`src/rtl/servo_pwm_pkg.sv`:
```
// Shared defaults and helpers for the servo PWM array: frame timing,
// command scaling, the legal pulse window and the slew limiter.
package servo_pwm_pkg;

   localparam int PWM_CNT_W     = 10;
   localparam int PWM_PERIOD    = 607;
   localparam int PWM_SCALE     = 2;
   localparam int PWM_MIN_MATCH = 229;
   localparam int PWM_MAX_MATCH = 371;
   localparam int PWM_DEF_MATCH = 300;

   typedef enum logic [1:0] {
      CMD_OK    = 2'd0,
      CMD_CLAMP = 2'd1,
      CMD_BADCH = 2'd2
   } cmd_status_e;

   // Move cur toward tgt by at most step; a step of 0 jumps straight to tgt.
   function automatic int slew_limit(input int cur, input int tgt, input int step);
      int diff;
      if (step <= 0) begin
         return tgt;
      end
      diff = (tgt > cur) ? (tgt - cur) : (cur - tgt);
      if (diff <= step) begin
         return tgt;
      end
      return (tgt > cur) ? (cur + step) : (cur - step);
   endfunction

endpackage

```
`src/rtl/servo_pwm_ch.sv`:
```
// One PWM channel: shadow and active match, enable latch, slew limiter and
// a compare whose result is registered so pwm_o comes straight from a flop.
module servo_pwm_ch
   import servo_pwm_pkg::*;
#(
   parameter int CNT_W     = PWM_CNT_W,
   parameter int DEF_MATCH = PWM_DEF_MATCH,
   parameter int SLEW_STEP = 0
)
(
   input  logic             clk,
   input  logic             rst,
   input  logic             wr_en_i,
   input  logic [CNT_W-1:0] wr_val_i,
   input  logic             wrap_i,
   input  logic [CNT_W-1:0] cnt_next_i,
   input  logic             en_i,
   output logic             pwm_o
);

   logic [CNT_W-1:0] shadow_q, shadow_d;
   logic [CNT_W-1:0] active_q, active_d;
   logic             en_q, en_d;
   logic             pwm_q, pwm_d;

   // The wrap copy reads shadow_q, so a command landing in the wrap cycle
   // only reaches the active match one frame later.
   always_comb begin
      shadow_d = wr_en_i ? wr_val_i : shadow_q;
      active_d = active_q;
      en_d     = en_q;
      if (wrap_i) begin
         active_d = CNT_W'(slew_limit(int'(active_q), int'(shadow_q), SLEW_STEP));
         en_d     = en_i;
      end
      pwm_d = en_d && (cnt_next_i < active_d);
   end

   always_ff @(posedge clk or posedge rst) begin
      if (rst) begin
         shadow_q <= CNT_W'(DEF_MATCH);
         active_q <= CNT_W'(DEF_MATCH);
         en_q     <= 1'b0;
         pwm_q    <= 1'b0;
      end else begin
         shadow_q <= shadow_d;
         active_q <= active_d;
         en_q     <= en_d;
         pwm_q    <= pwm_d;
      end
   end

   assign pwm_o = pwm_q;

endmodule

```
`src/rtl/servo_pwm_array.sv`:
```
// Multi-channel servo PWM generator: shared frame counter, command decode
// with range clamping, and NUM_CH independent channel slices.
module servo_pwm_array
   import servo_pwm_pkg::*;
#(
   parameter int NUM_CH    = 4,
   parameter int CMD_W     = 8,
   parameter int CNT_W     = PWM_CNT_W,
   parameter int PERIOD    = PWM_PERIOD,
   parameter int SCALE     = PWM_SCALE,
   parameter int MIN_MATCH = PWM_MIN_MATCH,
   parameter int MAX_MATCH = PWM_MAX_MATCH,
   parameter int DEF_MATCH = PWM_DEF_MATCH,
   parameter int SLEW_STEP = 0,
   localparam int CH_W     = (NUM_CH > 1) ? $clog2(NUM_CH) : 1
)
(
   input  logic              clk,
   input  logic              rst,
   input  logic              cmd_valid,
   input  logic [CH_W-1:0]   cmd_ch,
   input  logic [CMD_W-1:0]  cmd_data,
   output logic              cmd_err,
   input  logic [NUM_CH-1:0] en,
   output logic [NUM_CH-1:0] pwm_out,
   output logic              frame_start
);

   localparam int SW = CMD_W + CNT_W;

   logic [CNT_W-1:0]  cnt_q, cnt_d;
   logic              wrap;
   logic [SW-1:0]     scaled;
   cmd_status_e       status;
   logic [CNT_W-1:0]  wr_val;
   logic [NUM_CH-1:0] wr_en;
   logic              cmd_err_q, cmd_err_d;

   assign wrap        = (cnt_q == CNT_W'(PERIOD - 1));
   assign cnt_d       = wrap ? '0 : cnt_q + CNT_W'(1);
   assign frame_start = (cnt_q == '0);

   // Scale at full width so oversized commands cannot alias into the window.
   assign scaled = SW'(cmd_data) * SW'(SCALE);

   always_comb begin
      status = CMD_OK;
      if (int'(cmd_ch) >= NUM_CH) begin
         status = CMD_BADCH;
      end else if ((scaled < SW'(MIN_MATCH)) || (scaled > SW'(MAX_MATCH))) begin
         status = CMD_CLAMP;
      end
   end

   assign wr_val    = (status == CMD_OK) ? scaled[CNT_W-1:0] : CNT_W'(DEF_MATCH);
   assign cmd_err_d = cmd_valid && (status != CMD_OK);

   always_ff @(posedge clk or posedge rst) begin
      if (rst) begin
         cnt_q     <= '0;
         cmd_err_q <= 1'b0;
      end else begin
         cnt_q     <= cnt_d;
         cmd_err_q <= cmd_err_d;
      end
   end

   assign cmd_err = cmd_err_q;

   genvar gi;
   generate
      for (gi = 0; gi < NUM_CH; gi++) begin : g_ch
         assign wr_en[gi] = cmd_valid && (status != CMD_BADCH) && (cmd_ch == CH_W'(gi));

         servo_pwm_ch #(
            .CNT_W     (CNT_W),
            .DEF_MATCH (DEF_MATCH),
            .SLEW_STEP (SLEW_STEP)
         ) u_ch (
            .clk        (clk),
            .rst        (rst),
            .wr_en_i    (wr_en[gi]),
            .wr_val_i   (wr_val),
            .wrap_i     (wrap),
            .cnt_next_i (cnt_d),
            .en_i       (en[gi]),
            .pwm_o      (pwm_out[gi])
         );
      end
   endgenerate

endmodule

```
`config.mk`:
```
export PLATFORM = sky130hd
export DESIGN_NAME = servo_pwm_array
export DESIGN_NICKNAME = d
export VERILOG_FILES = /design/src/rtl/servo_pwm_pkg.sv /design/src/rtl/servo_pwm_ch.sv /design/src/rtl/servo_pwm_array.sv
export SDC_FILE = /design/constraint.sdc
export NUM_CORES = 1
export LEC_CHECK = 0
export BUFFER_PORTS_ARGS = -buffer_cell sky130_fd_sc_hd__buf_2
export CAP_MARGIN = 20
export CORE_UTILIZATION = 59
export CTS_CLUSTER_SIZE = 40
export DETAILED_ROUTE_END_ITERATION = 7
export GPL_TIMING_DRIVEN = 0
export PLACE_DENSITY = 0.86
export SLEW_MARGIN = 20
export SYNTH_ARGS = -nofsm -noshare
export SYNTH_HDL_FRONTEND = slang
export SYNTH_SLANG_ARGS = --single-unit
```
`constraint.sdc`:
```
create_clock -name clk -period 4.05 [get_ports clk]
set_input_delay 0.81 -clock clk [delete_from_list [all_inputs] [get_ports clk]]
set_output_delay 0.81 -clock clk [all_outputs]
set_load 0.1 [all_outputs]
```
* Yosys cells after proc, flatten, opt, wreduce, memory -nomap -nowiden
Index checks and enable logic that the tools add are counted.
Storage, ports and cells: logic and storage cells 97, output and inout port bits 6, latch bits 0, bits in read-only memories 0, memories 0, RAM bits 0, register bits after elaboration 99, input port bits 17
Operators by class: multipliers 0, bitwise logic cells 0, eq/ne operators 5, reductions and logical operators 15, muxes and demuxes 36, divide/modulo/power cells 0, shift operators 0, order comparisons 14, $add $sub $neg 9
Operators with widths (count):
- $mux W10 | 13
- $le A32 B1 Y1 const B | 4
- $mux W32 | 4
- $sub A10 B10 Y11 | 8
- $gt A10 B10 Y1 | 4
- $lt A10 B10 Y1 | 4
- $mux W1 | 18
- $add A10 B1 Y10 const B | 1
- $eq A10 B10 Y1 const B | 1
- $logic_and A1 B1 Y1 | 10
- $logic_not A10 Y1 | 1
- $gt A9 B9 Y1 const B | 1
- $lt A9 B8 Y1 const B | 1
- $mux W9 | 1
- $eq A2 B2 Y1 const B | 2
- $logic_not A2 Y1 | 2
- $eq A2 B1 Y1 const B | 1
- $ne A2 B2 Y1 const B | 1
- $reduce_bool A2 Y1 | 1
- $logic_or A1 B1 Y1 | 1

* Logic depth before layout (Yosys ltp)
depth after elaboration 11, gate-level depth with buffers 12, gate-level depth less buffers 10

* Cells and area by module
Synthesis repeated with hierarchy kept, for this count alone.
Unflattened totals: cell total of the unflattened synthesis 384, area total of the unflattened synthesis 4847.1 um2
Modules (own cells, without submodules):
- servo_pwm_ch | area an instance 1037.2 um2, instances 4, seq. area each 560.5 um2, cells each 77
- servo_pwm_array | area an instance 698.2 um2, instances 1, seq. area each 275.3 um2, cells each 76

* Least setup slack after synthesis
Ideal clock, no wire load.
kind register -> register, start point reg cnt_q[0], end point reg g_ch[2].u_ch.pwm_q, stages on the path, launching flop included 13, slack 1.531 ns, setup time 0.095 ns, required time 3.955 ns, arrival 2.424 ns, path through dfrtp_1 -> clkbuf_1 -> inv_1 -> ha_1 -> and4_4 -> buf_12 -> buf_8 -> mux2i_1 -> ha_1 -> a21oi_1 -> nand2_1 -> a21o_1 -> nor4bb_4
On the way: longest elaborated chain between the ends 4
RTL lines:
- start, declared | RTL line servo_pwm_array.sv:31 | logic [CNT_W-1:0] cnt_q, cnt_d;
- start signal, assigned | RTL line servo_pwm_array.sv:63 | cnt_q <= cnt_d;
- $add A10 B1 Y10 or $eq A10 B10 Y1 (tied branches) | RTL line servo_pwm_array.sv:40, servo_pwm_array.sv:39
- $mux W10 (on tied branches) | RTL line servo_pwm_array.sv:40, servo_pwm_ch.sv:32
- $lt A10 B10 Y1 | RTL line servo_pwm_ch.sv:36 | pwm_d = en_d && (cnt_next_i < active_d);
- $logic_and A1 B1 Y1 (*) | RTL line servo_pwm_ch.sv:36
- net g_ch[2].u_ch.pwm_d | RTL line servo_pwm_ch.sv:24 | logic pwm_q, pwm_d;
- end signal, assigned | RTL line servo_pwm_ch.sv:49 | pwm_q <= pwm_d;
- end, declared | RTL line servo_pwm_ch.sv:24
The timed path passes the listed nets; every way through them passes the cells marked *. A chain may end at the register's enable or synchronous reset.

* Worst setup path in the final report
start point reg cnt_q[0], end point reg g_ch[1].u_ch.pwm_q
On the way: longest elaborated chain between the ends 4
RTL lines:
- $add A10 B1 Y10 or $eq A10 B10 Y1 (tied branches) | RTL line servo_pwm_array.sv:40, servo_pwm_array.sv:39
- $mux W10 (*) | RTL line servo_pwm_array.sv:40 | assign cnt_d = wrap ? '0 : cnt_q + CNT_W'(1);
- net cnt_d[5] | RTL line servo_pwm_array.sv:31
- $lt A10 B10 Y1 (*) | RTL line servo_pwm_ch.sv:36
- $logic_and A1 B1 Y1 (*) | RTL line servo_pwm_ch.sv:36
- net g_ch[1].u_ch.pwm_d | RTL line servo_pwm_ch.sv:24
- end signal, assigned | RTL line servo_pwm_ch.sv:49
- end, declared | RTL line servo_pwm_ch.sv:24
Marked as above.

==> results.txt <==
Outcome = complete, no violations
Worst-Skew Late Latency = 0.36 ns
Synth warn = 0
Total wire length = 9.03 mm
Yosys top cell area share = 0.325
Detailed placement HPWL = 6.71 mm
Synth top area cells = dfrtp_1 (33%), dfstp_2 (19%), ha_1 (11%)
Slew margin rel. = 0.323
Die footprint = 8050 um^2
Hold_sp = g_ch[3].u_ch.active_q[9]
Reg-to-reg startpoint = cnt_q[0]
Initial core utilization = 0.619
CTS tree = yes
Max H-tree Level = 3
Synthesized area = 4540 um^2
Top-Level Pins = 23
Worst hold endpoint = g_ch[3].u_ch.active_q[9]
# diodes = 0
MaxCap Viol Count = 0
Multi-input gate area = 1930 um^2
Crit share post-route = 0.761
Port Buffers = 22
Worst EP arrival = 3.37 ns
Final setup viols = 0
Worst vdd ir = 295 uV
Max Slew Vio Count = 0
Crit Path Max Fanout = 10
Setup Buffers After CTS = 0
Post-Synthesis Cells = 403
Count of cell types in the netlist = 46
Hold crit path type = flop to flop
DR vias = 3010
Syn_nets = 459
Fillers = 524
Clock sinks = 91
DRT antenna net count = 0
First-pass GRT wire length = 15.1 mm
Leakage = 2.57 nW
Ys async rst share = 1.00
DR pass1 iterations = 4
Worst R2R End = g_ch[1].u_ch.pwm_o
Top cell type by total area after synthesis = dfrtp_1
Layout Nets = 493
Highest clock rate = 0.324 GHz
GRT overflow = 0
Reg2reg path depth = 12
Hold path cells = 2
PD cells = 341 nW/um^2
Worst slew pin tran = 1.01 ns
Vias per cell = 5.56
Fin. Hold Viols = 0
Core area = 7330 um^2
Total CTS buffers = 9
Min Tclk post-route = 3.08 ns
Post-synthesis sequential element count = 91
Gpl congestion = 0.822
DRC violations left = 0
Required time of the worst setup path = 4.34 ns
Pin count of the biggest net entering global routing = 59
Seq/Total Area, Yosys = 0.510
WS Path Type = flop to flop
CTS max path bufs = 2
Setup TNS = 0 ns
R2R Setup Slk = 0.97 ns
Drt first-iter violations = 194
Synth-to-layout area growth = 10.3%
Area after DPL = 4800 um^2
Die Y = 89.7 um
Main synth FF type = dfrtp_1
CTS root buffer = clkbuf_8
Post-CTS sizing = 0
FP Rows = 31
Post-synth EDFFs = 0
CTS Hold Bufs = 0
Crit path launch type = flop
Layout cell share with drive strength beyond 1 = 0.244
Pre-CTS setup slack = 1.03 ns
Critical Path End Type = flop
Unrepaired setup endpoints after global routing = false
Commonest non-fill, non-tap cell in the layout = dfrtp_1
Worst-path clk slew = 0.10 ns
Highest-count cells in the layout ignoring fill and taps = dfrtp_1 (59), nand2_1 (41), ha_1 (39)
Initial antenna violation count = 0
Vias in the first global route = 3115
Post-route setup slack = 0.966 ns
Total global-route track usage = 0.243
Synthesized area per cell = 11.3 um^2
Final Instance Area = 5010 um^2
Register Area = 2320 um^2
Post-route clock skew = 0.0152 ns
Die W = 89.7 um
Overall Power = 1.71 mW
WL/cell = 16.7 um
-- cell usage after synthesis (all sizes together) (2+ instances only) --
| cell | instances |
|---|---|
| o21ai | 39 |
| nor3b | 2 |
| nand3 | 8 |
| xnor2 | 4 |
| nand4 | 8 |
| nand3b | 6 |
| clkbuf | 8 |
| dfrtp | 59 |
| and2 | 6 |
| mux2 | 8 |
| inv | 40 |
| xor2 | 3 |
| buf | 10 |
| nor3 | 5 |
| a21o | 2 |
| ha | 39 |
| nor2b | 3 |
| and4 | 7 |
| a21oi | 15 |
| mux2i | 32 |
| dfstp | 32 |
| nand2 | 41 |
| nor2 | 13 |
-- through the flow --
stage	util	instances	hold slack, ns
floorplan	-	403	0.432
finish	0.683	541	0.478
detailed placement	0.654	525	0.464
CTS	0.683	541	0.485
global placement	0.651	524	0.452
global route	0.683	541	0.499
-- flip-flops by register name, indices dropped and copies added (netlist names) --
name                cells
g_ch.u_ch.pwm_o         4
cnt_q                  10
g_ch.u_ch.en_q          4
g_ch.u_ch.active_q     40
cmd_err                 1
g_ch.u_ch.shadow_q     32
-- worst max-delay path by stage --
stage | startpoint | end | slack, ns | cells past startpoint
2_1_floorplan | rst | cmd_err | 0.93 | 1
3_3_place_gp | rst | g_ch[3].u_ch.active_q[9] | 0.12 | 2
3_5_place_dp | cnt_q[0] | g_ch[2].u_ch.pwm_o | 1.03 | 12
4_1_cts | cnt_q[0] | g_ch[3].u_ch.pwm_o | 0.99 | 12
5_1_grt | cnt_q[0] | g_ch[3].u_ch.pwm_o | 0.74 | 12
6_report | cnt_q[0] | g_ch[1].u_ch.pwm_o | 0.97 | 12
-- cell type report --
class | count | area share
inverters | 40 | 0.0305
plain buffers | 18 | 0.0280
flip-flops and latches | 91 | 0.463
repair buffers | 23 | 0.0260
well taps | 99 | 0.0247
multi-input cells | 254 | 0.386
clock inverters | 5 | 0.0140
clock buffers | 11 | 0.0282
-- kinds of logic (layout without fill, tap and decap cells) --
logic type,after synthesis,count (layout),synth area share
compound gates,63,63,0.0763
fa+ha+maj,39,39,0.107
simple gates,105,105,0.126
buf+inv,58,97,0.0639
flops,91,91,0.510
mux,40,40,0.102
xor+xnor,7,7,0.0135
-- critical path: stages (launching register included) --
cell and delay [ns]:
dfrtp_1 0.36, clkbuf_1 0.36, inv_1 0.15, ha_1 0.28
and4_4 0.17, buf_12 0.14, buf_6 0.15, nor2_1 0.41
ha_1 0.36, a21oi_1 0.14, o21ai_0 0.12, a21oi_1 0.15
and4_1 0.21
-- where the power goes --
part           leakage, nW  internal, mW  switching (mW)
sequential            1.14         0.963          0.0225
combinational         1.33        0.0284          0.0559
clock                0.108         0.313           0.325
-- layer usage --
metal	wire, um	track usage	vias to the layer above
met5	0	0	-
met1	4220	0.330	1481
met3	310	0.0347	12
li1	-	-	1449
met4	152	0.105	0
met2	4350	0.391	68
No activity file was read; power rests on OpenSTA's default activity.
